`src/rtl/serial_logical_op.sv`:
```
// Slice-serial logical operator: scans two N-bit operands W bits per cycle, LSB first,
// builds a nonzero flag for each, and returns one logical result of the two flags.
module serial_logical_op #(
  parameter int N = 8,
  parameter int W = 1
) (
  input  logic         clk,
  input  logic         rst_n,
  input  logic         in_valid,
  output logic         in_ready,
  input  logic [N-1:0] a,
  input  logic [N-1:0] b,
  input  logic [2:0]   op,
  output logic         out_valid,
  input  logic         out_ready,
  output logic         c,
  output logic         op_err,
  output logic         busy
);

  localparam int S  = (W > 0) ? N / W : 1;
  localparam int CW = (S > 1) ? $clog2(S) : 1;
  localparam logic [CW-1:0] LAST_SLICE = CW'(S - 1);

  if (N < 1 || W < 1 || (N % W) != 0) begin : g_param_check
    $error("serial_logical_op: N must be >= 1 and a multiple of W");
  end

  typedef enum logic [1:0] {
    IDLE = 2'd0,
    SCAN = 2'd1,
    DONE = 2'd2
  } state_e;

  // Result table; reserved codes force c=0 and raise the error flag ({err, c}).
  function automatic logic [1:0] eval_op(input logic fa, input logic fb, input logic [2:0] code);
    logic [1:0] r;
    case (code)
      3'd0:    r = {1'b0, fa & fb};
      3'd1:    r = {1'b0, fa | fb};
      3'd2:    r = {1'b0, fa ^ fb};
      3'd3:    r = {1'b0, ~(fa & fb)};
      3'd4:    r = {1'b0, ~(fa | fb)};
      3'd5:    r = {1'b0, ~(fa ^ fb)};
      default: r = {1'b1, 1'b0};
    endcase
    return r;
  endfunction

  state_e          state_q, state_d;
  logic [N-1:0]    a_q, a_d, b_q, b_d;
  logic [2:0]      op_q, op_d;
  logic            fa_q, fa_d, fb_q, fb_d;
  logic [CW-1:0]   cnt_q, cnt_d;
  logic            c_q, c_d, op_err_q, op_err_d;
  logic            in_ready_q, in_ready_d, out_valid_q, out_valid_d, busy_q, busy_d;
  logic [W-1:0]    slice_a_s, slice_b_s;
  logic            fa_n_s, fb_n_s;
  logic [1:0]      res_s;

  // Next-state, datapath and registered-output logic.
  always_comb begin
    state_d     = state_q;
    a_d         = a_q;
    b_d         = b_q;
    op_d        = op_q;
    fa_d        = fa_q;
    fb_d        = fb_q;
    cnt_d       = cnt_q;
    c_d         = c_q;
    op_err_d    = op_err_q;
    in_ready_d  = in_ready_q;
    out_valid_d = out_valid_q;
    busy_d      = busy_q;
    slice_a_s   = a_q[int'(cnt_q)*W +: W];
    slice_b_s   = b_q[int'(cnt_q)*W +: W];
    fa_n_s      = fa_q | (|slice_a_s);
    fb_n_s      = fb_q | (|slice_b_s);
    res_s       = eval_op(fa_n_s, fb_n_s, op_q);

    case (state_q)
      IDLE: begin
        if (in_valid) begin
          a_d        = a;
          b_d        = b;
          op_d       = op;
          fa_d       = 1'b0;
          fb_d       = 1'b0;
          cnt_d      = '0;
          state_d    = SCAN;
          in_ready_d = 1'b0;
          busy_d     = 1'b1;
        end else begin
          state_d = IDLE;
        end
      end
      SCAN: begin
        fa_d  = fa_n_s;
        fb_d  = fb_n_s;
        cnt_d = cnt_q + CW'(1);
        // Flags only ever rise, so once both are set the rest of the scan is moot.
        if ((fa_n_s & fb_n_s) || (cnt_q == LAST_SLICE)) begin
          state_d     = DONE;
          out_valid_d = 1'b1;
          c_d         = res_s[0];
          op_err_d    = res_s[1];
        end else begin
          state_d = SCAN;
        end
      end
      DONE: begin
        if (out_ready) begin
          state_d     = IDLE;
          out_valid_d = 1'b0;
          busy_d      = 1'b0;
          in_ready_d  = 1'b1;
        end else begin
          state_d = DONE;
        end
      end
      default: begin
        state_d     = IDLE;
        out_valid_d = 1'b0;
        busy_d      = 1'b0;
        in_ready_d  = 1'b1;
      end
    endcase
  end

  // State and datapath registers.
  always_ff @(posedge clk or negedge rst_n) begin
    if (!rst_n) begin
      state_q     <= IDLE;
      a_q         <= '0;
      b_q         <= '0;
      op_q        <= 3'd0;
      fa_q        <= 1'b0;
      fb_q        <= 1'b0;
      cnt_q       <= '0;
      c_q         <= 1'b0;
      op_err_q    <= 1'b0;
      in_ready_q  <= 1'b1;
      out_valid_q <= 1'b0;
      busy_q      <= 1'b0;
    end else begin
      state_q     <= state_d;
      a_q         <= a_d;
      b_q         <= b_d;
      op_q        <= op_d;
      fa_q        <= fa_d;
      fb_q        <= fb_d;
      cnt_q       <= cnt_d;
      c_q         <= c_d;
      op_err_q    <= op_err_d;
      in_ready_q  <= in_ready_d;
      out_valid_q <= out_valid_d;
      busy_q      <= busy_d;
    end
  end

  assign in_ready  = in_ready_q;
  assign out_valid = out_valid_q;
  assign c         = c_q;
  assign op_err    = op_err_q;
  assign busy      = busy_q;

endmodule
```
`config.mk`:
```
export PLATFORM = sky130hd
export DESIGN_NAME = serial_logical_op
export DESIGN_NICKNAME = d
export VERILOG_FILES = /design/src/rtl/serial_logical_op.sv
export SDC_FILE = /design/constraint.sdc
export NUM_CORES = 1
export LEC_CHECK = 0
export ABC_AREA = 1
export BUFFER_PORTS_ARGS = -buffer_cell sky130_fd_sc_hd__buf_4
export CAP_MARGIN = 10
export CELL_PAD_IN_SITES_DETAIL_PLACEMENT = 0
export CELL_PAD_IN_SITES_GLOBAL_PLACEMENT = 1
export CORE_ASPECT_RATIO = 0.7
export CORE_UTILIZATION = 43
export CTS_CLUSTER_SIZE = 16
export DETAILED_ROUTE_END_ITERATION = 16
export GPL_TIMING_DRIVEN = 0
export PLACE_DENSITY = 0.82
export SLEW_MARGIN = 10
export SYNTH_ARGS = -nofsm -noshare
export SYNTH_HDL_FRONTEND = slang
export SYNTH_SLANG_ARGS = --single-unit
```
`constraint.sdc`:
```
create_clock -name clk -period 2.8 [get_ports clk]
set_clock_uncertainty 0.15 [all_clocks]
set_input_delay 0.56 -clock clk [delete_from_list [all_inputs] [get_ports clk]]
set_output_delay 0.56 -clock clk [all_outputs]
set_load 0.005 [all_outputs]
```
==> results.txt <==
status: completed
CTS tree: yes
Die ar.: 0.003745 mm^2
Mapped Area: 0.001505 mm^2
top cell type's share of synthesized area: 49.88%
met3 Use GR: 5.233%
Vias: 1192
Root Buffer: clkbuf_8
Sink Count: 31
R2R Path End: c
total setup buffers inserted after CTS: 0
crit path max fanout: 6
syn nets: 212
number of buffers created by CTS: 5
leakage: 0.9961 nW
R2R Path Start: cnt_q[1]
GPL Wtd Cong: 0.7896
RSZ-0062 raised after global routing: no
FP Rows: 17
Sum Neg Setup Slack: 0 ns
overall die height: 51.50 um
ANT nets after route: 0
Distinct cells, synth: 20
number of global-route vias before repair: 1159
final max-slew violation count: 0
global-route wire length before repair: 5.285 mm
final WL: 3.029 mm
largest net degree at the start of global routing: 32
Synth area leaders: dfrtp_1 (50%), nand2_1 (21%), nand3_1 (4.3%)
Core Box Area: 0.003233 mm^2
VDD IR max: 0.0005757 V
Max Buffers Root-to-Sink: 2
startpoint type of the worst setup path: flop
DR DRC count: 0
Layout area overhead: 22.69%
global route overflow: 0
Fin. Hold Viols: 0
CTS resizes: 0
r2r worst-path depth: 11
non-filler cells, final: 267
Mean Syn Cell Area: 8.136 um^2
# H-tree levels: 2
Post-layout nets: 246
max capacitance violation total: 0
crit path kind: flop to flop
share of cells above drive strength 1: 22.27%
data required time at the worst endpoint: 2.82 ns
Tmin final: 1.859 ns
Port Buf Inserts: 27
Util after Layout: 57.12%
hold buffer count at CTS: 0
Worst EP arrival: 1.88 ns
antenna violations before repair: 0
Peak Freq: 537.9 MHz
# placed instances: 259
routed wire length per instance: 11.34 um
largest area contributor in the netlist: dfrtp_1
FILL cells: 326
PwrDens: 1105 mW/mm^2
met2 usage in global routing: 28.50%
Post-DP HPWL: 2.217 mm
Hold/Removal Path Class: primary input to async pin
sequential area share after synthesis: 51.62%
crit end category: flop
Setup-failing EPs final: 0
chip width: 72.72 um
Starting Density: 46.56%
#FFs+latches synth: 31
Slew headroom: 73.71%
R2R Setup Slk: 0.94 ns
Synthesis Warnings: 0
clock latency at the later pin of the worst-skew pair: 0.28 ns
Total Routing Usage GR: 19.87%
routed vias/inst: 4.464
Tcrit/Tclk final: 66.40%
DR iter-0 viols: 62
Worst-path clk slew: 0.06 ns
met1 Use GR: 26.73%
Synth Instances: 185
ANT cells: 0
Most Crowded Layer GR: met2
Worst-Margin Slew: 0.3944 ns
worst hold margin: 0.04766 ns
# IOs: 28
Initial DRT Pass Iterations: 4
==> layout by cell type (no fill, tap or decap) <==
cell and instances:
nand2_1 85, dfrtp_1 30, buf_4 27, inv_1 15, nand3_1 13, nor2_1 11
o21ai_0 8, clkbuf_8 5, o21ai_2 4, ha_1 4, clkbuf_1 3, buf_6 2
nand3_2 2, nor2_2 2, inv_6 1, nand2_2 1, nand2_4 1, inv_4 1
buf_2 1, buf_8 1, o22ai_1 1, o21a_1 1, dfstp_2 1
==> where the power goes <==
group | internal, mW | total (mW) | switching, mW
combinational | 0.379 | 0.911 | 0.532
clock | 0.176 | 0.332 | 0.156
sequential | 0.665 | 0.798 | 0.133
total | 1.22 | 2.04 | 0.821
==> through the flow <==
stage	cell area (um^2)	setup WS, ns	power [mW]
6_report	1847	0.9408	2.041
5_1_grt	1847	0.7424	2.248
4_1_cts	1847	0.9194	2.064
3_5_place_dp	1767	0.9394	1.728
3_3_place_gp	1767	0.9323	1.692
2_1_floorplan	1505	1.099	1.462
==> final cells by class <==
type	count	area (um^2)	area share, %
sequential	31	777.0	42.07
buffer	4	42.54	2.304
tap	47	58.81	3.184
multi-input combinational	133	614.3	33.27
clock buffer	8	80.08	4.336
inverter	17	71.32	3.862
timing repair buffer	27	202.7	10.98
==> cells in the mapped netlist <==
master	number
nand2_1	85
dfrtp_1	30
inv_1	15
nand3_1	13
nor2_1	11
o21ai_0	8
ha_1	4
o21ai_2	4
buf_6	2
nand3_2	2
nor2_2	2
buf_2	1
buf_8	1
dfstp_2	1
inv_4	1
inv_6	1
nand2_2	1
nand2_4	1
o21a_1	1
o22ai_1	1
==> worst max-delay path, stage by stage (launching register included) <==
cell and delay, ns:
dfrtp_1 0.46, inv_1 0.17, nand3_1 0.11, nand3_1 0.09
nand3_2 0.10, ha_1 0.21, nor2_1 0.15, nor2_2 0.08
o21ai_2 0.06, nor2_1 0.05, nand3_1 0.07, nand2_1 0.05
==> flip-flops by register name, indices dropped and copies added, names as in the netlist <==
signal,count
op_q,3
op_err,1
out_valid,1
fb_q,1
a_q,8
busy,1
in_ready,1
c,1
b_q,8
state_q,2
fa_q,1
cnt_q,3
==> layer usage <==
| metal | wire (um) | part of all wire [%] | up-vias |
|---|---|---|---|
| li1 | - | - | 641 |
| met4 | 60 | 2.0 | 0 |
| met3 | 125 | 4.1 | 7 |
| met1 | 1580 | 52 | 520 |
| met5 | 0 | 0 | - |
| met2 | 1263 | 42 | 24 |
==> worst max-delay path by stage <==
stage	startpoint	end	slack, ns	cells after the start
after detailed placement	cnt_q[1]	c	0.94	11
after floorplan	cnt_q[0]	c	1.10	10
after CTS	cnt_q[1]	c	0.92	11
after global routing	cnt_q[0]	c	0.74	13
final	cnt_q[1]	c	0.94	11
after global placement	cnt_q[1]	c	0.93	11
==> cell families (layout without fill, tap and decap cells) <==
| family | after synthesis | count (layout) | share of synthesized area (%) |
|---|---|---|---|
| flip-flops | 31 | 31 | 51.62 |
| AO/OA/AOI/OAI | 14 | 14 | 5.902 |
| buffers and inverters | 21 | 56 | 7.564 |
| adder cells (fa/ha/maj) | 4 | 4 | 3.325 |
| AND/OR/NAND/NOR | 115 | 115 | 31.59 |
No activity file was read; power rests on OpenSTA's default activity.
